$ cat config.mk
export PLATFORM = sky130hd
export DESIGN_NAME = acc_responder_flat
export DESIGN_NICKNAME = d
export VERILOG_FILES = /design/src/rtl/acc_responder_pkg.sv /design/src/rtl/acc_responder_if.sv /design/src/rtl/acc_responder.sv /design/src/flat_wrapper.sv
export SDC_FILE = /design/constraint.sdc
export NUM_CORES = 1
export LEC_CHECK = 0
export CORE_ASPECT_RATIO = 0.8
export CORE_UTILIZATION = 45
export CTS_BUF_LIST = sky130_fd_sc_hd__clkbuf_16
export DETAILED_ROUTE_END_ITERATION = 16
export SETUP_SLACK_MARGIN = 0.02
export SYNTH_ARGS = -nofsm -noshare
export SYNTH_HDL_FRONTEND = slang
export SYNTH_SLANG_ARGS = --single-unit
export TNS_END_PERCENT = 1
$ cat constraint.sdc
create_clock -name clk_i -period 28.9 [get_ports clk_i]
set_input_delay 8.67 -clock clk_i [delete_from_list [all_inputs] [get_ports clk_i]]
set_output_delay 8.67 -clock clk_i [all_outputs]
set_load 0.02 [all_outputs]
$ cat src/rtl/acc_responder_pkg.sv
// Payload types for the CVA6 accelerator request/response interface.
package acc_responder_pkg;

    localparam int unsigned XLEN          = 64;
    localparam int unsigned TRANS_ID_BITS = 4;

    localparam logic [6:0] OPCODE_CUSTOM0 = 7'b0001011;

    localparam logic [2:0] F3_ADD  = 3'd0;
    localparam logic [2:0] F3_SUB  = 3'd1;
    localparam logic [2:0] F3_XOR  = 3'd2;
    localparam logic [2:0] F3_MIN  = 3'd3;
    localparam logic [2:0] F3_POPC = 3'd4;
    localparam logic [2:0] F3_ACC  = 3'd5;
    localparam logic [2:0] F3_SYNC = 3'd6;

    typedef struct packed {
        logic [31:0]              insn;
        logic [XLEN-1:0]          rs1;
        logic [XLEN-1:0]          rs2;
        logic [2:0]               frm;
        logic [TRANS_ID_BITS-1:0] trans_id;
        logic                     store_pending;
    } accelerator_req_t;

    typedef struct packed {
        logic [TRANS_ID_BITS-1:0] trans_id;
        logic [XLEN-1:0]          result;
        logic                     error;
    } accelerator_resp_t;

endpackage

$ cat src/rtl/acc_responder_if.sv
// Request/response handshake bundle between the core dispatcher and an accelerator.
interface acc_responder_if;
    import acc_responder_pkg::*;

    accelerator_req_t  acc_req;
    logic              acc_req_valid;
    logic              acc_req_ready;
    accelerator_resp_t acc_resp;
    logic              acc_resp_valid;
    logic              acc_resp_ready;

    modport master (
        output acc_req, acc_req_valid, acc_resp_ready,
        input  acc_req_ready, acc_resp, acc_resp_valid
    );

    modport slave (
        input  acc_req, acc_req_valid, acc_resp_ready,
        output acc_req_ready, acc_resp, acc_resp_valid
    );

endinterface

$ cat src/rtl/acc_responder.sv
// Reference accelerator: queues custom-0 requests, executes them on a
// fixed-latency integer datapath and answers strictly in order.
module acc_responder
    import acc_responder_pkg::*;
#(
    parameter int unsigned ReqDepth    = 2,
    parameter int unsigned ExecLatency = 3
) (
    input  logic           clk_i,
    input  logic           rst_ni,
    acc_responder_if.slave acc
);

    localparam int unsigned PtrW = (ReqDepth > 1) ? $clog2(ReqDepth) : 1;
    localparam int unsigned OccW = $clog2(ReqDepth + 1);
    localparam int unsigned CntW = $clog2(ExecLatency + 1);

    // Only the decoded fields survive into the queue; frm and rd are never needed.
    typedef struct packed {
        logic                     opcode_ok;
        logic [2:0]               funct3;
        logic [XLEN-1:0]          rs1;
        logic [XLEN-1:0]          rs2;
        logic [TRANS_ID_BITS-1:0] trans_id;
    } q_entry_t;

    typedef enum logic [1:0] {IDLE, EXEC, RESP, DRAIN} state_e;

    q_entry_t          mem_q [ReqDepth];
    logic [PtrW-1:0]   rd_ptr_q, rd_ptr_d, wr_ptr_q, wr_ptr_d;
    logic [OccW-1:0]   occ_q, occ_d;
    state_e            state_q, state_d;
    logic [CntW-1:0]   cnt_q, cnt_d;
    logic [XLEN-1:0]   acc_q, acc_d;
    accelerator_resp_t resp_q, resp_d;
    logic              resp_valid_q, resp_valid_d;

    logic              full_c, empty_c, sync_stall_c, ready_c, push_c;
    logic              pop, flush;
    q_entry_t          push_entry_c, head_c;
    logic [XLEN-1:0]   op_result, acc_sum;
    logic              op_legal;
    logic              unused_req_bits;

    function automatic logic [XLEN-1:0] popcount(input logic [XLEN-1:0] v);
        logic [XLEN-1:0] n;
        n = '0;
        for (int i = 0; i < int'(XLEN); i++) begin
            n = n + XLEN'(v[i]);
        end
        return n;
    endfunction

    function automatic logic [PtrW-1:0] ptr_inc(input logic [PtrW-1:0] p);
        return (p == PtrW'(ReqDepth - 1)) ? '0 : p + PtrW'(1);
    endfunction

    assign unused_req_bits = ^{acc.acc_req.frm, acc.acc_req.insn[31:15], acc.acc_req.insn[11:7]};

    // Request acceptance: SYNC waits for outstanding stores, DRAIN refuses everything.
    always_comb begin
        full_c       = (occ_q == OccW'(ReqDepth));
        empty_c      = (occ_q == '0);
        sync_stall_c = acc.acc_req_valid
                    && (acc.acc_req.insn[6:0] == OPCODE_CUSTOM0)
                    && (acc.acc_req.insn[14:12] == F3_SYNC)
                    && acc.acc_req.store_pending;
        ready_c      = !full_c && !sync_stall_c && (state_q != DRAIN);
        push_c       = acc.acc_req_valid && ready_c;

        push_entry_c.opcode_ok = (acc.acc_req.insn[6:0] == OPCODE_CUSTOM0);
        push_entry_c.funct3    = acc.acc_req.insn[14:12];
        push_entry_c.rs1       = acc.acc_req.rs1;
        push_entry_c.rs2       = acc.acc_req.rs2;
        push_entry_c.trans_id  = acc.acc_req.trans_id;

        head_c = mem_q[rd_ptr_q];
    end

    // Integer datapath on the queue head.
    always_comb begin
        op_result = '0;
        op_legal  = head_c.opcode_ok;
        acc_sum   = acc_q + head_c.rs1;
        unique case (head_c.funct3)
            F3_ADD:  op_result = head_c.rs1 + head_c.rs2;
            F3_SUB:  op_result = head_c.rs1 - head_c.rs2;
            F3_XOR:  op_result = head_c.rs1 ^ head_c.rs2;
            F3_MIN:  op_result = ($signed(head_c.rs1) < $signed(head_c.rs2)) ? head_c.rs1 : head_c.rs2;
            F3_POPC: op_result = popcount(head_c.rs1);
            F3_ACC:  op_result = acc_sum;
            F3_SYNC: op_result = '0;
            default: op_legal  = 1'b0;
        endcase
        if (!op_legal) begin
            op_result = '0;
        end
    end

    // Next-state logic for the FSM, queue pointers, accumulator and response.
    always_comb begin
        state_d      = state_q;
        cnt_d        = cnt_q;
        acc_d        = acc_q;
        resp_d       = resp_q;
        resp_valid_d = resp_valid_q;
        rd_ptr_d     = rd_ptr_q;
        wr_ptr_d     = wr_ptr_q;
        occ_d        = occ_q;
        pop          = 1'b0;
        flush        = 1'b0;

        unique case (state_q)
            IDLE: pop = !empty_c;
            EXEC: begin
                cnt_d = cnt_q - CntW'(1);
                if (cnt_q == CntW'(1)) begin
                    state_d      = RESP;
                    resp_valid_d = 1'b1;
                end
            end
            RESP: begin
                if (acc.acc_resp_ready) begin
                    resp_valid_d = 1'b0;
                    if (resp_q.error) begin
                        flush   = 1'b1;
                        state_d = DRAIN;
                    end else if (!empty_c) begin
                        pop = 1'b1;
                    end else begin
                        state_d = IDLE;
                    end
                end
            end
            DRAIN: state_d = IDLE;
            default: state_d = IDLE;
        endcase

        // Dequeue: latch the response payload now, release it after the latency.
        if (pop) begin
            resp_d.trans_id = head_c.trans_id;
            resp_d.result   = op_result;
            resp_d.error    = !op_legal;
            if (op_legal && (head_c.funct3 == F3_ACC)) begin
                acc_d = acc_sum;
            end
            if (op_legal && (ExecLatency > 1)) begin
                state_d = EXEC;
                cnt_d   = CntW'(ExecLatency - 1);
            end else begin
                state_d      = RESP;
                resp_valid_d = 1'b1;
            end
        end

        // An error response empties the queue, including a same-cycle push.
        if (flush) begin
            rd_ptr_d = '0;
            wr_ptr_d = '0;
            occ_d    = '0;
        end else begin
            if (push_c) wr_ptr_d = ptr_inc(wr_ptr_q);
            if (pop)    rd_ptr_d = ptr_inc(rd_ptr_q);
            occ_d = occ_q + OccW'(push_c) - OccW'(pop);
        end
    end

    // Control and response registers with synchronous reset.
    always_ff @(posedge clk_i) begin
        if (!rst_ni) begin
            state_q      <= IDLE;
            cnt_q        <= '0;
            acc_q        <= '0;
            resp_q       <= '0;
            resp_valid_q <= 1'b0;
            rd_ptr_q     <= '0;
            wr_ptr_q     <= '0;
            occ_q        <= '0;
        end else begin
            state_q      <= state_d;
            cnt_q        <= cnt_d;
            acc_q        <= acc_d;
            resp_q       <= resp_d;
            resp_valid_q <= resp_valid_d;
            rd_ptr_q     <= rd_ptr_d;
            wr_ptr_q     <= wr_ptr_d;
            occ_q        <= occ_d;
        end
    end

    // Queue storage; occupancy alone decides validity, so no reset is needed.
    always_ff @(posedge clk_i) begin
        if (push_c && !flush) begin
            mem_q[wr_ptr_q] <= push_entry_c;
        end
    end

    assign acc.acc_req_ready  = ready_c;
    assign acc.acc_resp       = resp_q;
    assign acc.acc_resp_valid = resp_valid_q;

endmodule
$ cat src/flat_wrapper.sv
// flat-port wrapper written by rule: the top's interface ports become plain ports
module acc_responder_flat import acc_responder_pkg::*;
#(
    parameter int unsigned ReqDepth    = 2,
    parameter int unsigned ExecLatency = 3
)
  (clk_i, rst_ni, acc_acc_req, acc_acc_req_valid, acc_acc_resp_ready, acc_acc_req_ready, acc_acc_resp, acc_acc_resp_valid);
  acc_responder_if acc_i ();
  input  logic clk_i;
  input  logic rst_ni;
  input wire logic [$bits(acc_i.acc_req)-1:0] acc_acc_req;
  input wire logic [$bits(acc_i.acc_req_valid)-1:0] acc_acc_req_valid;
  input wire logic [$bits(acc_i.acc_resp_ready)-1:0] acc_acc_resp_ready;
  output wire logic [$bits(acc_i.acc_req_ready)-1:0] acc_acc_req_ready;
  output wire logic [$bits(acc_i.acc_resp)-1:0] acc_acc_resp;
  output wire logic [$bits(acc_i.acc_resp_valid)-1:0] acc_acc_resp_valid;
  assign acc_i.acc_req = acc_acc_req;
  assign acc_i.acc_req_valid = acc_acc_req_valid;
  assign acc_i.acc_resp_ready = acc_acc_resp_ready;
  assign acc_acc_req_ready = acc_i.acc_req_ready;
  assign acc_acc_resp = acc_i.acc_resp;
  assign acc_acc_resp_valid = acc_i.acc_resp_valid;
  acc_responder #(.ReqDepth(ReqDepth), .ExecLatency(ExecLatency)) u_core (.clk_i(clk_i), .rst_ni(rst_ni), .acc(acc_i));
endmodule
==> impl_metrics.py, run 1 <==
metrics = {
    "worst_setup_path": {
        "cp-start-kind": "input port",
        "cp-end-kind": "output port",
        "worst-setup-path-type": "in2out",
        "worstPathArrival_ns": 11.02,
        "rrSetupSlack_ns": 19.86,
        "cp_max_fo": 3,
        "cp.required_ns": 20.23,
        "regToRegEndpoint": "u_core.acc.acc_resp[5]",
        "r2r_cells": 21,
    },
    "routing": {
        "via_per_inst": 6.541,
        "first_iter_violations": 4168,
        "postRouteAntennaNets": 0,
        "vias": 30100,
        "finalWirelength_mm": 135.0,
        "drt-pass1-iter-count": 7,
        "wl_per_cell_um": 29.33,
        "drc": 0,
    },
    "clocking": {
        "clock_sinks": 415,
        "cts_tree": "yes",
        "ctsHoldBuffers": 0,
        "htree_levels": 2,
        "clock_path_buffers": 3,
        "post-cts-setup-buffers": 0,
        "cts_repair_resize_count": 0,
        "numCtsBuffers": 44,
        "root_buffer": "clkbuf_16",
        "path_clk_slew_ns": 0.06,
        "clk_latency_ns": 0.64,
    },
    "floorplanning": {
        "core_area_sq_um": 68970,
        "die_y_um": 238.4,
        "ios": 243,
        "row_count": 86,
        "fp.dieW_um": 297.5,
        "die_area_sq_um": 70910,
        "initial_core_util": 0.4557,
    },
    "logic_synthesis": {
        "ys_seq_elements": 415,
        "ys_types": 107,
        "async_flop_share": 0,
        "synth_edf_count": 272,
        "syn_area_per_cell_sq_um": 8.884,
        "synthCells": 3538,
        "synthFlopType": "edfxtp_1",
        "syn_area_sq_um": 31430,
        "ys_warn_count": 0,
        "ys_seq_area_frac": 0.3510,
        "syn_nets": 3980,
    },
    "global_routing": {
        "grt_pass1_vias": 27590,
        "antenna_found_initial": 3,
        "grt_pass1_wl_mm": 191.9,
        "grt_start_max_net_pins": 77,
        "track_usage": 0.3704,
        "grt_overflow": 0,
    },
    "sta": {
        "finalSetupTns_ns": 0,
        "finalCriticalPeriod_ns": 19.69,
        "slew_headroom": 0.2079,
        "worst_pin_slew_ns": 1.184,
        "fin_crit_sh": 0.6814,
        "rsz0062_at_grt": "no",
        "finalMaxSlewViolations": 0,
        "fin_skew_ns": 0.03879,
        "max_freq_mhz": 50.78,
        "setup_viol": 0,
        "finalHoldViolations": 0,
    },
    "hold_path": {
        "worstHoldStart": "u_core.acc_q[54]",
        "hold_end": "u_core.acc_q[54]",
        "min_path_type": "reg2reg",
        "holdPathStages": 2,
    },
    "flow_run": {
        "max_cap_violations": 0,
    },
    "cells_and_area": {
        "final_common_cell": "nand2_1",
        "layout-drive-gt1-share": 0.07537,
        "area_growth_pct": 14.12,
        "final_cell_mix": "nand2_1 (374), a21oi_1 (370), edfxtp_1 (272)",
        "layout.nets": 4081,
    },
    "place": {
        "port_buffers": 217,
        "gp_congestion": 1.048,
        "dp_hpwl_mm": 103.6,
    },
    "outcome": {
        "status": "complete, no violations",
    },
}
critical path, cell delays in order:
cell and delay, ns:
clkdlybuf4s50_1 0.39, or4b_2 0.65, nor3_1 0.49, a221oi_1 0.22, clkdlybuf4s50_1 0.60
state kept, by name, indices dropped and copies added (netlist names), named ones only:
name / flops
u_core.acc.acc_resp: 69
u_core.acc.acc_resp_valid: 1
u_core.acc_q: 64
u_core.cnt_q: 2
u_core.mem_q: 272
u_core.occ_q: 2
u_core.rd_ptr_q: 1
u_core.state_q: 2
u_core.wr_ptr_q: 1
cell usage after synthesis (61+ instances only):
cell type | count | share of area
nor2_1 | 248 | 0.030
o21ai_0 | 198 | 0.032
clkbuf_1 | 127 | 0.015
xnor2_1 | 85 | 0.024
mux2_2 | 61 | 0.022
a21oi_1 | 371 | 0.059
nor3_1 | 67 | 0.011
ha_1 | 213 | 0.085
inv_1 | 243 | 0.029
nand2_1 | 377 | 0.045
mux2i_1 | 97 | 0.031
dfxtp_1 | 143 | 0.091
edfxtp_1 | 272 | 0.26
per-layer routing:
layer  global-route usage  routed length [um]  vias to the layer above
met4               0.1042                3945                        2
met3               0.1255               19550                      230
li1                     -                   -                    13190
met5                    0                  19                        -
met2               0.4625               48860                     1963
met1               0.5810               62590                    14720
cell type report:
type	count	area (sq um)
diodes	2	5.005
clock buffers	44	1101
clock inverters	38	449.2
fillers	6346	33110
inverters	250	939.7
multi-input cells	2660	18630
flip-flops and latches	415	11030
well taps	924	1156
repair buffers	268	2555
cell families (layout without fill, tap and decap cells):
group	count (synthesis)	count (layout)	synth area share
AO/OA/AOI/OAI	1150	1150	0.2409
XOR/XNOR	111	111	0.03153
adder cells (fa/ha/maj)	270	270	0.1211
buffers and inverters	463	600	0.05967
flip-flops	415	415	0.3510
multiplexers	160	160	0.05346
other	0	2	0
AND/OR/NAND/NOR	969	969	0.1424
metrics by stage:
step	cell area [sq um]	worst slack (ns)	std cells	util	hold WS, ns
after global placement	34310	9.262	4517	0.4975	0.4443
final	35870	9.206	4601	0.5200	0.4624
after global routing	35860	9.178	4599	0.5199	0.4783
after floorplan	31430	10.43	3538	-	0.4362
after CTS	35860	9.271	4599	0.5199	0.4630
after detailed placement	34310	9.285	4517	0.4975	0.4467
worst max path at each step:
stage	from	end	slack, ns	cells after the start
after floorplan	acc_acc_req[141]	acc_acc_req_ready	10.43	3
after global placement	acc_acc_req[141]	acc_acc_req_ready	9.26	5
after global routing	acc_acc_req[141]	acc_acc_req_ready	9.18	5
after detailed placement	acc_acc_req[141]	acc_acc_req_ready	9.29	5
after CTS	acc_acc_req[141]	acc_acc_req_ready	9.27	5
final	acc_acc_req[141]	acc_acc_req_ready	9.21	5
Power of run 1 is not shown: default switching activity piles up to over one toggle a cycle in this logic, so the estimate is an artifact.
==> run 2: changes to the inputs <==
--- a/config.mk
+++ b/config.mk
@@ -9,6 +9,7 @@
 export CORE_UTILIZATION = 45
 export CTS_BUF_LIST = sky130_fd_sc_hd__clkbuf_16
 export DETAILED_ROUTE_END_ITERATION = 16
+export PLACE_DENSITY = 0.67
 export SETUP_SLACK_MARGIN = 0.02
 export SYNTH_ARGS = -nofsm -noshare
 export SYNTH_HDL_FRONTEND = slang
==> constraint.sdc (replaced) <==
create_clock -name clk_i -period 17.1 [get_ports clk_i]
set_input_delay 5.13 -clock clk_i [delete_from_list [all_inputs] [get_ports clk_i]]
set_output_delay 5.13 -clock clk_i [all_outputs]
set_load 0.02 [all_outputs]
==> impl_metrics.py, run 2 (synthesis gave the netlist of run 1 again) <==
metrics = {
    "outcome": {
        "status": "complete, no violations",
    },
    "cells_and_area": {
        "layout-drive-gt1-share": 0.07298,
        "final_cell_mix": "nand2_1 (374), a21oi_1 (370), edfxtp_1 (272)",
        "layout.cells.non_filler": 4598,
        "area_growth_pct": 13.79,
        "final_common_cell": "nand2_1",
        "largest_reg_flops": 272,
        "largest-register": "u_core.mem_q",
        "finish.utilization": 0.5185,
        "layout.nets": 4078,
        "nFillCells": 6504,
    },
    "worst_setup_path": {
        "cp-end-kind": "output port",
        "worst-setup-path-type": "in2out",
        "r2r_cells": 28,
        "cp_max_fo": 3,
        "worstPathArrival_ns": 7.37,
        "regToRegEndpoint": "u_core.acc.acc_resp[6]",
        "cp.required_ns": 11.97,
        "cp-start-kind": "input port",
        "rrSetupSlack_ns": 8.07,
    },
    "routing": {
        "finalWirelength_mm": 125.2,
        "drt-pass1-iter-count": 7,
        "postRouteAntennaNets": 0,
        "wl_per_cell_um": 27.23,
        "first_iter_violations": 3753,
        "vias": 29300,
        "drc": 0,
        "via_per_inst": 6.373,
    },
    "hold_path": {
        "holdPathStages": 2,
        "hold_end": "u_core.acc_q[48]",
        "min_path_type": "reg2reg",
        "worstHoldStart": "u_core.acc_q[48]",
    },
    "clocking": {
        "clk_latency_ns": 0.61,
        "htree_levels": 2,
        "post-cts-setup-buffers": 0,
        "clock_path_buffers": 3,
        "clock_sinks": 415,
        "path_clk_slew_ns": 0.06,
        "numCtsBuffers": 44,
        "ctsHoldBuffers": 0,
        "cts_repair_resize_count": 0,
        "root_buffer": "clkbuf_16",
        "cts_tree": "yes",
    },
    "sta": {
        "fin_skew_ns": 0.02619,
        "hold_slack_ns": 0.4614,
        "finalCriticalPeriod_ns": 12.50,
        "setup_viol": 0,
        "slew_headroom": 0.1414,
        "finalHoldViolations": 0,
        "max_freq_mhz": 79.97,
        "finalMaxSlewViolations": 0,
        "rsz0062_at_grt": "no",
        "worst_pin_slew_ns": 1.252,
        "fin_crit_sh": 0.7313,
        "finalSetupTns_ns": 0,
    },
    "global_routing": {
        "grt_pass1_wl_mm": 179.9,
        "grt_start_max_net_pins": 77,
        "grt_pass1_vias": 26670,
        "track_usage": 0.3431,
        "grt_overflow": 0,
        "antenna_found_initial": 1,
    },
    "floorplanning": {
        "ios": 243,
        "row_count": 86,
        "core_area_sq_um": 68970,
        "die_area_sq_um": 70910,
        "fp.dieW_um": 297.5,
        "die_y_um": 238.4,
        "initial_core_util": 0.4557,
    },
    "place": {
        "port_buffers": 217,
        "dp_hpwl_mm": 94.94,
        "gp_congestion": 1.032,
        "dp.cells": 4514,
    },
    "flow_run": {
        "max_cap_violations": 0,
    },
}
-- run 2: changes by cell type in the layout (fill, tap and decap cells not counted), moves of 2 or more --
| cell | change |
|---|---|
| clkinv_16 | -2 |
| inv_1 | +6 |
| buf_4 | -3 |
| clkinv_2 | -5 |
| bufinv_16 | -2 |
-- run 2: critical path, stage by stage --
cell	delay [ns]
clkdlybuf4s50_1	0.39
or4b_2	0.66
nor3_1	0.40
a221oi_1	0.21
clkdlybuf4s50_1	0.58
-- run 2: stage by stage --
step                      instance area (sq um)  worst slack, ns
after global routing                      35760            4.521
after detailed placement                  34300            4.550
after floorplan                           31430            4.108
after CTS                                 35760            4.540
final                                     35760            4.596
after global placement                    34300            4.539
-- run 2: layer usage --
layer  wire length (um)  track usage  vias up
li1                   -            -    13180
met1              56720       0.5260    14140
met2              47250       0.4485     1793
met3              18320       0.1202      190
met4               2887      0.07826        0
met5                  0            0        -
-- run 2: worst max path at each step --
stage | depth (start not counted) | slack (ns) | start | to
final | 5 | 4.60 | acc_acc_req[141] | acc_acc_req_ready
after global routing | 5 | 4.52 | acc_acc_req[141] | acc_acc_req_ready
after CTS | 5 | 4.54 | acc_acc_req[141] | acc_acc_req_ready
after detailed placement | 5 | 4.55 | acc_acc_req[141] | acc_acc_req_ready
after global placement | 5 | 4.54 | acc_acc_req[141] | acc_acc_req_ready
after floorplan | 5 | 4.11 | acc_acc_req[139] | u_core.mem_q[0][0]
-- run 2: cell type report --
cell class / count / area, sq um / area share
Clock buffer: 44 / 1101 / 0.03079
Sequential cell: 415 / 11030 / 0.3085
Multi-Input combinational cell: 2660 / 18630 / 0.5210
Timing Repair Buffer: 265 / 2532 / 0.07081
Clock inverter: 38 / 362.8 / 0.01015
Antenna cell: 2 / 5.005 / 0.0001399
Inverter: 250 / 940.9 / 0.02631
Tap cell: 924 / 1156 / 0.03233
Power of run 2 is left out for the same reason.
